[src/rtl/uart_pkg.sv]
// Shared encodings and helpers for the parametrised UART transmitter.
package uart_pkg;

    // Parity selection as seen on the parity_mode input.
    typedef enum logic [1:0] {
        PAR_NONE = 2'b00,
        PAR_EVEN = 2'b01,
        PAR_ODD  = 2'b10,
        PAR_MARK = 2'b11
    } parity_e;

    // Transmit FSM states.
    typedef enum logic [2:0] {
        ST_IDLE   = 3'd0,
        ST_START  = 3'd1,
        ST_DATA   = 3'd2,
        ST_PARITY = 3'd3,
        ST_STOP   = 3'd4
    } tx_state_e;

    // Width of a counter that must hold 0..clks-1 (never narrower than 1 bit).
    function automatic int baud_w(input int clks);
        return (clks <= 2) ? 1 : $clog2(clks);
    endfunction

endpackage

[src/rtl/uart_tx_param_if.sv]
// Producer-side handshake into the transmitter FIFO.
// A word moves on a rising clk edge where tx_valid && tx_ready. tx_data is
// only meaningful while tx_valid is high; tx_ready does not depend on tx_valid.
interface uart_tx_param_if #(parameter int DATA_W = 8);
    logic              tx_valid;
    logic [DATA_W-1:0] tx_data;
    logic              tx_ready;

    modport master (output tx_valid, output tx_data, input tx_ready);
    modport slave  (input tx_valid, input tx_data, output tx_ready);
endinterface

[src/rtl/uart_tx_fifo.sv]
// Small synchronous FIFO holding words waiting to be serialised.
module uart_tx_fifo #(
    parameter int DEPTH = 4,
    parameter int WIDTH = 8
) (
    input  logic                     clk,
    input  logic                     rst,
    input  logic                     push,
    input  logic [WIDTH-1:0]         wr_data,
    input  logic                     pop,
    output logic [WIDTH-1:0]         rd_data,
    output logic                     full,
    output logic                     empty,
    output logic [$clog2(DEPTH):0]   count
);
    localparam int PW = $clog2(DEPTH);
    localparam int CW = PW + 1;

    logic [WIDTH-1:0] mem_q [DEPTH];
    logic [PW-1:0]    wr_ptr_q, wr_ptr_d;
    logic [PW-1:0]    rd_ptr_q, rd_ptr_d;
    logic [CW-1:0]    count_q, count_d;
    logic             do_push, do_pop;

    assign full    = (count_q == CW'(DEPTH));
    assign empty   = (count_q == '0);
    assign count   = count_q;
    assign rd_data = mem_q[rd_ptr_q];
    assign do_push = push && !full;
    assign do_pop  = pop && !empty;

    // Pointer and occupancy update; DEPTH is a power of two so pointers wrap naturally.
    always_comb begin
        wr_ptr_d = wr_ptr_q;
        rd_ptr_d = rd_ptr_q;
        count_d  = count_q;
        if (do_push) wr_ptr_d = wr_ptr_q + PW'(1);
        if (do_pop)  rd_ptr_d = rd_ptr_q + PW'(1);
        case ({do_push, do_pop})
            2'b10:   count_d = count_q + CW'(1);
            2'b01:   count_d = count_q - CW'(1);
            default: count_d = count_q;
        endcase
    end

    // Pointer and count registers.
    always_ff @(posedge clk or negedge rst) begin
        if (!rst) begin
            wr_ptr_q <= '0;
            rd_ptr_q <= '0;
            count_q  <= '0;
        end else begin
            wr_ptr_q <= wr_ptr_d;
            rd_ptr_q <= rd_ptr_d;
            count_q  <= count_d;
        end
    end

    // Storage array; contents need no reset because occupancy gates every read.
    always_ff @(posedge clk) begin
        if (do_push) mem_q[wr_ptr_q] <= wr_data;
    end

endmodule

[src/rtl/uart_tx_param.sv]
// Parametrised UART transmitter: FIFO front end, baud counter and frame FSM.
module uart_tx_param
    import uart_pkg::*;
#(
    parameter int DATA_W       = 8,
    parameter int CLKS_PER_BIT = 434,
    parameter int FIFO_DEPTH   = 4
) (
    input  logic                          clk,
    input  logic                          rst,
    uart_tx_param_if.slave                bus,
    input  logic [1:0]                    parity_mode,
    input  logic                          two_stop,
    output logic                          tx_out,
    output logic                          busy,
    output logic [$clog2(FIFO_DEPTH):0]   fifo_count,
    output tx_state_e                     state_dbg
);
    localparam int BAUD_W = baud_w(CLKS_PER_BIT);
    localparam int IDX_W  = $clog2(DATA_W);

    tx_state_e         state_q, state_d;
    logic [BAUD_W-1:0] baud_q, baud_d;
    logic [IDX_W-1:0]  bit_idx_q, bit_idx_d;
    logic [DATA_W-1:0] shift_q, shift_d;
    parity_e           mode_q, mode_d;
    logic              two_stop_q, two_stop_d;
    logic              par_bit_q, par_bit_d;
    logic              stop_idx_q, stop_idx_d;
    logic              tx_out_q, tx_out_d;

    logic              fifo_full, fifo_empty, pop, load, baud_tick, new_par;
    logic [DATA_W-1:0] fifo_rd;

    assign bus.tx_ready = !fifo_full;
    assign tx_out       = tx_out_q;
    assign busy         = (state_q != ST_IDLE);
    assign state_dbg    = state_q;

    uart_tx_fifo #(.DEPTH(FIFO_DEPTH), .WIDTH(DATA_W)) u_fifo (
        .clk     (clk),
        .rst     (rst),
        .push    (bus.tx_valid && bus.tx_ready),
        .wr_data (bus.tx_data),
        .pop     (pop),
        .rd_data (fifo_rd),
        .full    (fifo_full),
        .empty   (fifo_empty),
        .count   (fifo_count)
    );

    // Parity of the word at the FIFO head, evaluated with the live mode at pop time.
    always_comb begin
        new_par = 1'b1;
        case (parity_e'(parity_mode))
            PAR_EVEN: new_par = ^fifo_rd;
            PAR_ODD:  new_par = ~^fifo_rd;
            default:  new_par = 1'b1;
        endcase
    end

    // Next-state logic; tx_out_d is the line level for the bit the FSM enters next.
    always_comb begin
        state_d    = state_q;
        baud_d     = baud_q;
        bit_idx_d  = bit_idx_q;
        shift_d    = shift_q;
        mode_d     = mode_q;
        two_stop_d = two_stop_q;
        par_bit_d  = par_bit_q;
        stop_idx_d = stop_idx_q;
        tx_out_d   = tx_out_q;
        load       = 1'b0;
        pop        = 1'b0;
        baud_tick  = (baud_q == BAUD_W'(CLKS_PER_BIT - 1));

        if (state_q != ST_IDLE) baud_d = baud_tick ? '0 : baud_q + BAUD_W'(1);

        case (state_q)
            ST_IDLE: begin
                tx_out_d = 1'b1;
                if (!fifo_empty) load = 1'b1;
            end
            ST_START: begin
                if (baud_tick) begin
                    state_d   = ST_DATA;
                    bit_idx_d = '0;
                    tx_out_d  = shift_q[0];
                end
            end
            ST_DATA: begin
                if (baud_tick) begin
                    if (bit_idx_q == IDX_W'(DATA_W - 1)) begin
                        if (mode_q != PAR_NONE) begin
                            state_d  = ST_PARITY;
                            tx_out_d = par_bit_q;
                        end else begin
                            state_d    = ST_STOP;
                            stop_idx_d = 1'b0;
                            tx_out_d   = 1'b1;
                        end
                    end else begin
                        bit_idx_d = bit_idx_q + IDX_W'(1);
                        shift_d   = shift_q >> 1;
                        tx_out_d  = shift_q[1];
                    end
                end
            end
            ST_PARITY: begin
                if (baud_tick) begin
                    state_d    = ST_STOP;
                    stop_idx_d = 1'b0;
                    tx_out_d   = 1'b1;
                end
            end
            ST_STOP: begin
                if (baud_tick) begin
                    if (two_stop_q && !stop_idx_q) begin
                        stop_idx_d = 1'b1;
                    end else if (!fifo_empty) begin
                        load = 1'b1;
                    end else begin
                        state_d  = ST_IDLE;
                        tx_out_d = 1'b1;
                    end
                end
            end
            default: begin
                state_d  = ST_IDLE;
                tx_out_d = 1'b1;
            end
        endcase

        // Pop the head and start a frame; frame settings are frozen here.
        if (load) begin
            pop        = 1'b1;
            state_d    = ST_START;
            baud_d     = '0;
            bit_idx_d  = '0;
            stop_idx_d = 1'b0;
            shift_d    = fifo_rd;
            mode_d     = parity_e'(parity_mode);
            two_stop_d = two_stop;
            par_bit_d  = new_par;
            tx_out_d   = 1'b0;
        end
    end

    // FSM, datapath and line registers; reset forces the line idle immediately.
    always_ff @(posedge clk or negedge rst) begin
        if (!rst) begin
            state_q    <= ST_IDLE;
            baud_q     <= '0;
            bit_idx_q  <= '0;
            shift_q    <= '0;
            mode_q     <= PAR_NONE;
            two_stop_q <= 1'b0;
            par_bit_q  <= 1'b0;
            stop_idx_q <= 1'b0;
            tx_out_q   <= 1'b1;
        end else begin
            state_q    <= state_d;
            baud_q     <= baud_d;
            bit_idx_q  <= bit_idx_d;
            shift_q    <= shift_d;
            mode_q     <= mode_d;
            two_stop_q <= two_stop_d;
            par_bit_q  <= par_bit_d;
            stop_idx_q <= stop_idx_d;
            tx_out_q   <= tx_out_d;
        end
    end

endmodule

[src/flat_wrapper.sv]
// flat-port wrapper written by rule: the top's interface ports become plain ports
module uart_tx_param_flat import uart_pkg::*;
#(
    parameter int DATA_W       = 8,
    parameter int CLKS_PER_BIT = 434,
    parameter int FIFO_DEPTH   = 4
)
  (clk, rst, parity_mode, two_stop, tx_out, busy, fifo_count, state_dbg, bus_tx_valid, bus_tx_data, bus_tx_ready);
  uart_tx_param_if #(.DATA_W(DATA_W)) bus_i ();
  input  logic clk;
  input  logic rst;
  input  logic [1:0] parity_mode;
  input  logic two_stop;
  output logic tx_out;
  output logic busy;
  output logic [$clog2(FIFO_DEPTH):0] fifo_count;
  output tx_state_e state_dbg;
  input wire logic [$bits(bus_i.tx_valid)-1:0] bus_tx_valid;
  input wire logic [$bits(bus_i.tx_data)-1:0] bus_tx_data;
  output wire logic [$bits(bus_i.tx_ready)-1:0] bus_tx_ready;
  assign bus_i.tx_valid = bus_tx_valid;
  assign bus_i.tx_data = bus_tx_data;
  assign bus_tx_ready = bus_i.tx_ready;
  uart_tx_param #(.DATA_W(DATA_W), .CLKS_PER_BIT(CLKS_PER_BIT), .FIFO_DEPTH(FIFO_DEPTH)) u_core (.clk(clk), .rst(rst), .bus(bus_i), .parity_mode(parity_mode), .two_stop(two_stop), .tx_out(tx_out), .busy(busy), .fifo_count(fifo_count), .state_dbg(state_dbg));
endmodule
[config.mk]
export PLATFORM = sky130hd
export DESIGN_NAME = uart_tx_param_flat
export DESIGN_NICKNAME = d
export VERILOG_FILES = /design/src/rtl/uart_pkg.sv /design/src/rtl/uart_tx_param_if.sv /design/src/rtl/uart_tx_fifo.sv /design/src/rtl/uart_tx_param.sv /design/src/flat_wrapper.sv
export SDC_FILE = /design/constraint.sdc
export NUM_CORES = 1
export LEC_CHECK = 0
export ABC_CLOCK_PERIOD_IN_PS = 7500
export CORE_MARGIN = 1
export CORE_UTILIZATION = 63
export DETAILED_ROUTE_END_ITERATION = 8
export PLACE_DENSITY = 0.85
export SYNTH_ARGS = -nofsm -noshare
export SYNTH_HDL_FRONTEND = slang
export SYNTH_HIERARCHICAL = 1
export SYNTH_SLANG_ARGS = --single-unit
[constraint.sdc]
create_clock -name clk -period 7.5 [get_ports clk]
set_clock_uncertainty 0.1 [all_clocks]
set_input_delay 1.125 -clock clk [delete_from_list [all_inputs] [get_ports clk]]
set_output_delay 1.125 -clock clk [all_outputs]
set_load 0.02 [all_outputs]
==> results of run 1 <==
[synth_stat cells (4+ instances only)]
cell type   n  area share
a21oi_1     5      0.0075
a2bb2oi_1   7       0.018
a31oi_1     4      0.0075
and2_2      4      0.0090
clkbuf_1    7      0.0079
dfrtp_1    35        0.26
edfxtp_1   32        0.29
ha_1       11       0.041
inv_1      15       0.017
mux2_2      4       0.014
mux2i_1     6       0.018
mux4_2      8       0.054
nand2_1    21       0.024
nand2b_1    6       0.011
nand3_1     5      0.0075
nor2_1     10       0.011
nor2b_1     5      0.0094
o21a_1      8       0.018
o21ai_0    22       0.033
o31ai_1     5       0.011
xnor2_1    10       0.026
[final timing paths]
kind	start	end	slack, ns	depth (start not counted)
max	u_core/baud_q[1]	u_core/u_fifo/count[2]	4.00	12
min	u_core/baud_q[8]	u_core/baud_q[8]	0.40	1
max reg2reg	u_core/baud_q[1]	u_core/u_fifo/count[2]	4.00	12
min reg2reg	u_core/baud_q[8]	u_core/baud_q[8]	0.40	1
max in group asynchronous	rst	u_core/tx_out	5.85	2
min in group asynchronous	rst	u_core/bit_idx_q[0]	1.09	2
[critical path: cells and delay by family, from the launching register on]
| family | cells | cell delay [ns] |
|---|---|---|
| and+or+nand+nor | 3 | 1.01 |
| AOI/OAI and AO/OA | 2 | 0.77 |
| adders and majority gates | 3 | 0.72 |
| DFF | 1 | 0.39 |
| xor gates and xnor gates | 2 | 0.31 |
| buffers and inverters | 2 | 0.15 |
[registers in the layout, indices dropped and copies added, names as in the netlist, 2 cells and up]
register,cells
u_core/u_fifo/mem_q,32
u_core/u_fifo/rd_ptr_q,2
u_core/shift_q,8
u_core/u_fifo/count,3
u_core/bit_idx_q,3
u_core/mode_q,2
u_core/u_fifo/wr_ptr_q,2
u_core/state_dbg,3
u_core/baud_q,9
[routing by layer]
metal	wire length (um)	up-vias	part of all wire
met1	2590	1050	0.44
li1	-	1020	-
met2	2920	66	0.50
met5	0	-	0
met3	235	10	0.040
met4	114	0	0.019
[per-stage QoR]
stage               utilization  cells
finish                    0.740    365
floorplan                     -    267
global route              0.740    365
detailed placement        0.703    349
CTS                       0.740    365
global placement          0.703    349
[final cells by class]
type	instances	share of cell area
flip-flops and latches	68	0.493
multi-input cells	173	0.358
repair buffers	23	0.0602
clock buffers	10	0.0338
well taps	70	0.0232
clock inverters	6	0.0172
inverters	15	0.0149
[power by group]
| group | total, W | switching (W) | internal (W) |
|---|---|---|---|
| clock network | 0.000292 | 0.000139 | 0.000153 |
| registers | 0.000595 | 0.0000919 | 0.000503 |
| logic | 0.000639 | 0.000319 | 0.000320 |
[cells by family (layout without fill, tap and decap cells)]
| family | Yosys count | in the layout | share of synthesized area |
|---|---|---|---|
| adder cells (fa/ha/maj) | 12 | 12 | 0.0474 |
| buffers and inverters | 26 | 54 | 0.0327 |
| AO/OA/AOI/OAI | 61 | 61 | 0.123 |
| AND/OR/NAND/NOR | 68 | 68 | 0.112 |
| XOR/XNOR | 13 | 13 | 0.0342 |
| multiplexers | 19 | 19 | 0.0903 |
| flip-flops | 68 | 68 | 0.560 |
[cells in the final DEF (no fill, tap or decap), types with 6 or more instances in the layout]
cell              n
a2bb2oi_1         7
clkbuf_8          9
clkdlybuf4s50_1  22
dfrtp_1          35
edfxtp_1         32
ha_1             11
inv_1            15
mux2i_1           6
mux4_2            8
nand2_1          21
nand2b_1          6
nor2_1           10
o21a_1            8
o21ai_0          22
xnor2_1          10
==> impl_metrics.py, run 1 <==
metrics = {
    "sta": {
        "setup_ws_ns": 4.00,
        "hold_viol": 0,
        "rsz0062_at_grt": "false",
        "holdWs_ns": 0.400,
        "period_share": 0.466,
        "timing.final.crit_period_ns": 3.50,
        "finalSetupTns_ns": 0,
        "tightestPinTransition_ns": 1.06,
        "fmax_ghz": 0.286,
        "finalSetupViolCount": 0,
        "finalMaxSlewViolations": 0,
        "max_slew_margin": 0.284,
    },
    "clocking": {
        "root_buffer": "clkbuf_8",
        "postCtsSetupRepairBufs": 0,
        "cts_tree": "built",
        "holdBufCountCts": 0,
        "cts_sinks": 68,
        "clock_latency_ns": 0.34,
        "cts.path.max_buffers": 2,
        "cts_buffers": 9,
        "clkTransAtPathRegs_ns": 0.07,
        "cts_resized": 0,
        "htreeDepth": 3,
    },
    "global_route": {
        "grt_overflow_total": 0,
        "grt_pass1_wl_um": 9780,
        "grt-busiest-layer": "met2",
        "met1_usage": 0.311,
        "use_met2": 0.389,
        "antenna_found_initial": 0,
        "grt_max_degree": 37,
        "grt_pass1_vias": 2142,
        "grt_usage": 0.241,
        "use_met3": 0.0562,
    },
    "drt": {
        "vias": 2146,
        "drc": 0,
        "wl_per_cell_um": 16.0,
        "drt_iter0_drc": 275,
        "routed_wl_um": 5860,
        "ant_nets": 0,
        "dr.pass1.iters": 4,
        "viasPerCell": 5.88,
    },
    "synth": {
        "async_flop_share": 0.529,
        "synthesis.area_mm2": 0.00333,
        "synth_nets": 293,
        "syn-instance-count": 267,
        "ys.warnings.count": 6,
        "synth_edf_count": 32,
        "ys_seq_elements": 68,
        "synth_flop_cell": "dfrtp_1",
        "yosysSeqAreaShare": 0.560,
        "syn_area_per_cell_um2": 12.5,
        "yosysUniqueCellTypes": 46,
    },
    "critical_path": {
        "critPathMaxFanout": 17,
        "crit_path_end_kind": "flop",
        "arrival_ns": 3.66,
        "critical_path_class": "reg2reg",
        "critPathRequiredTime_ns": 7.67,
        "critPathLaunchType": "flop",
        "critPathMaxStageDelay_ns": 0.78,
        "crit_chain": "inv_1 -> ha_1 -> nand4b_1 -> or4_1 -> o21ai_4 -> o31a_2 -> ha_1 -> inv_1 -> fa_1 -> xor2_1 -> nor2_1 -> xor2_1",
        "cp_slowest_cell": "or4_1",
    },
    "die": {
        "core_area_mm2": 0.00511,
        "rows": 26,
        "die_height_um": 74.7,
        "fp.dieArea_mm2": 0.00557,
        "initial_core_util": 0.651,
        "die_w_um": 74.7,
        "io_pins": 23,
    },
    "power_and_ir_drop": {
        "vdd_drop_max_uv": 255,
        "powerDensity_mw_per_mm2": 403,
        "power_w": 0.00153,
        "p_leak_nw": 1.47,
    },
    "layout": {
        "ff_latch_area_mm2": 0.00186,
        "area_growth_pct": 13.7,
        "drive_above_1_share": 0.136,
        "multi_input_area_mm2": 0.00135,
        "final_net_count": 316,
        "finish.instance_area_mm2": 0.00378,
        "fillers": 341,
        "diodes": 0,
    },
    "placed_design": {
        "portBuffers": 22,
        "dpl.hpwl_um": 4140,
        "gp_congestion": 0.872,
        "pre_cts_ws_ns": 4.06,
        "placed_area_mm2": 0.00359,
    },
    "min_path": {
        "hp-class": "reg2reg",
    },
    "flow_run": {
        "drv_cap": 0,
    },
    "run_status": {
        "status": "finished clean",
    },
}
(Power assumes the default switching activity.)
==> run 2: changes to the inputs <==
- ABC_CLOCK_PERIOD_IN_PS: 7500 -> 3410
- CORE_UTILIZATION: 63 -> 58
- PLACE_DENSITY: 0.85 -> 0.79
- clock period: 7.5 -> 3.41 ns (I/O delays scaled with it)
==> run 2 against run 1 <==
Effect of this change: global-route usage down 0.75 points; worst setup slack worse by 3.4 ns; register-to-register slack worse by 3.4 ns; cell area up 0.66%; final cell count up 1.1%; total power up 130%; via count down 0.65%; clock-buffer cell count down 1; core utilization down 4.9 points; clock power up 130%; first-iteration DRC count down 16%.
==> impl_metrics.py, run 2 (same netlist as run 1, synthesis figures left out) <==
metrics = {
    "layout": {
        "fillers": 416,
        "top_regs": "u_core/u_fifo/mem_q: 32 flops, u_core/baud_q: 9 flops, u_core/shift_q: 8 flops",
        "final_common_cell": "dfrtp_1",
        "drive_above_1_share": 0.152,
        "largest-register": "u_core/u_fifo/mem_q",
        "largest_reg_flops": 32,
        "ff_latch_area_mm2": 0.00186,
        "final_net_count": 318,
        "layout_common_cells": "dfrtp_1 (35), edfxtp_1 (32), o21ai_0 (22), clkdlybuf4s50_1 (21), nand2_1 (21)",
        "multi_input_area_mm2": 0.00135,
        "diodes": 0,
        "area_growth_pct": 14.4,
    },
    "clocking": {
        "cts_tree": "built",
        "postCtsSetupRepairBufs": 0,
        "htreeDepth": 3,
        "holdBufCountCts": 0,
        "clock_latency_ns": 0.35,
        "cts_buffers": 9,
        "cts_resized": 0,
        "cts.path.max_buffers": 2,
        "cts_sinks": 68,
        "root_buffer": "clkbuf_8",
        "clkTransAtPathRegs_ns": 0.08,
    },
    "die": {
        "initial_core_util": 0.604,
        "io_pins": 23,
        "die_w_um": 77.7,
        "fp.dieArea_mm2": 0.00604,
        "die_height_um": 77.7,
        "core_area_mm2": 0.00551,
        "rows": 27,
    },
    "drt": {
        "ant_nets": 0,
        "viasPerCell": 5.78,
        "drt_iter0_drc": 232,
        "routed_wl_um": 6100,
        "drc": 0,
        "vias": 2132,
        "wl_per_cell_um": 16.5,
        "dr.pass1.iters": 5,
    },
    "global_route": {
        "grt_pass1_vias": 2173,
        "antenna_found_initial": 0,
        "grt_pass1_wl_um": 10500,
        "grt_overflow_total": 0,
        "grt_max_degree": 37,
        "grt_usage": 0.233,
    },
    "critical_path": {
        "critPathMaxStageDelay_ns": 0.55,
        "critPathRequiredTime_ns": 3.59,
        "critical_path_class": "reg2reg",
        "critical-path-top-delay-family": "simple AND/OR/NAND/NOR gates",
        "critPathMaxFanout": 3,
        "crit_path_end_kind": "flop",
        "crit_chain": "inv_1 -> ha_1 -> nand4b_1 -> or4_1 -> o21ai_4 -> o31a_2 -> ha_1 -> inv_1 -> fa_1 -> xor2_1 -> nor2_1 -> xor2_1",
        "cp_slowest_cell": "or4_1",
        "arrival_ns": 2.99,
        "path_buf_inv": 2,
        "critPathLaunchType": "flop",
    },
    "sta": {
        "timing.final.crit_period_ns": 2.81,
        "period_share": 0.823,
        "fmax_ghz": 0.356,
        "max_slew_margin": 0.289,
        "setup_ws_ns": 0.602,
        "finalSetupViolCount": 0,
        "tightestPinTransition_ns": 1.05,
        "finalMaxSlewViolations": 0,
        "hold_viol": 0,
        "finalSetupTns_ns": 0,
        "rsz0062_at_grt": "false",
    },
    "min_path": {
        "hp-class": "in2async",
    },
    "placed_design": {
        "dpl.hpwl_um": 4280,
        "pre_cts_ws_ns": 0.614,
        "gp_congestion": 0.870,
        "portBuffers": 22,
    },
    "power_and_ir_drop": {
        "vdd_drop_max_uv": 462,
        "p_leak_nw": 1.50,
        "power_w": 0.00344,
        "powerDensity_mw_per_mm2": 903,
    },
    "run_status": {
        "status": "finished clean",
    },
    "flow_run": {
        "drv_cap": 0,
    },
}
## run 2: routing by layer
metal	vias up	track usage	wire length (um)
met5	-	0	0
met4	0	0.111	156
met3	15	0.0647	188
met2	51	0.364	2930
met1	1045	0.303	2820
li1	1021	-	-
## run 2: area by class of cell
| cell class | count | share of cell area |
|---|---|---|
| repair buffers | 25 | 0.0625 |
| well taps | 72 | 0.0237 |
| multi-input cells | 173 | 0.356 |
| flip-flops and latches | 68 | 0.489 |
| inverters | 15 | 0.0148 |
| clock inverters | 7 | 0.0214 |
| clock buffers | 9 | 0.0325 |
## run 2: path summary, 6_finish.rpt
kind,to,start,slack [ns],cells after the start
max,u_core/u_fifo/count[2],u_core/baud_q[1],0.60,12
min,u_core/mode_q[1],rst,0.15,1
max reg2reg,u_core/u_fifo/count[2],u_core/baud_q[1],0.60,12
min reg2reg,u_core/baud_q[5],u_core/baud_q[5],0.40,1
max in group asynchronous,u_core/baud_q[0],rst,2.54,1
min in group clk,u_core/baud_q[5],u_core/baud_q[5],0.40,1
## run 2: per-stage QoR
step | cells | hold slack [ns] | cell area [um^2] | utilization
final | 369 | 0.151 | 3810 | 0.691
after global routing | 369 | 0.198 | 3810 | 0.691
after CTS | 369 | 0.170 | 3810 | 0.691
after detailed placement | 353 | 0.396 | 3600 | 0.654
after global placement | 353 | 0.384 | 3600 | 0.654
after floorplan | 267 | 0.116 | 3330 | -
## run 2: power breakdown
group          internal [W]  total (W)  switching (W)  leakage (nW)
sequential          0.00111    0.00131       0.000202         0.744
combinational      0.000721    0.00145       0.000725         0.653
clock              0.000347   0.000683       0.000335         0.101
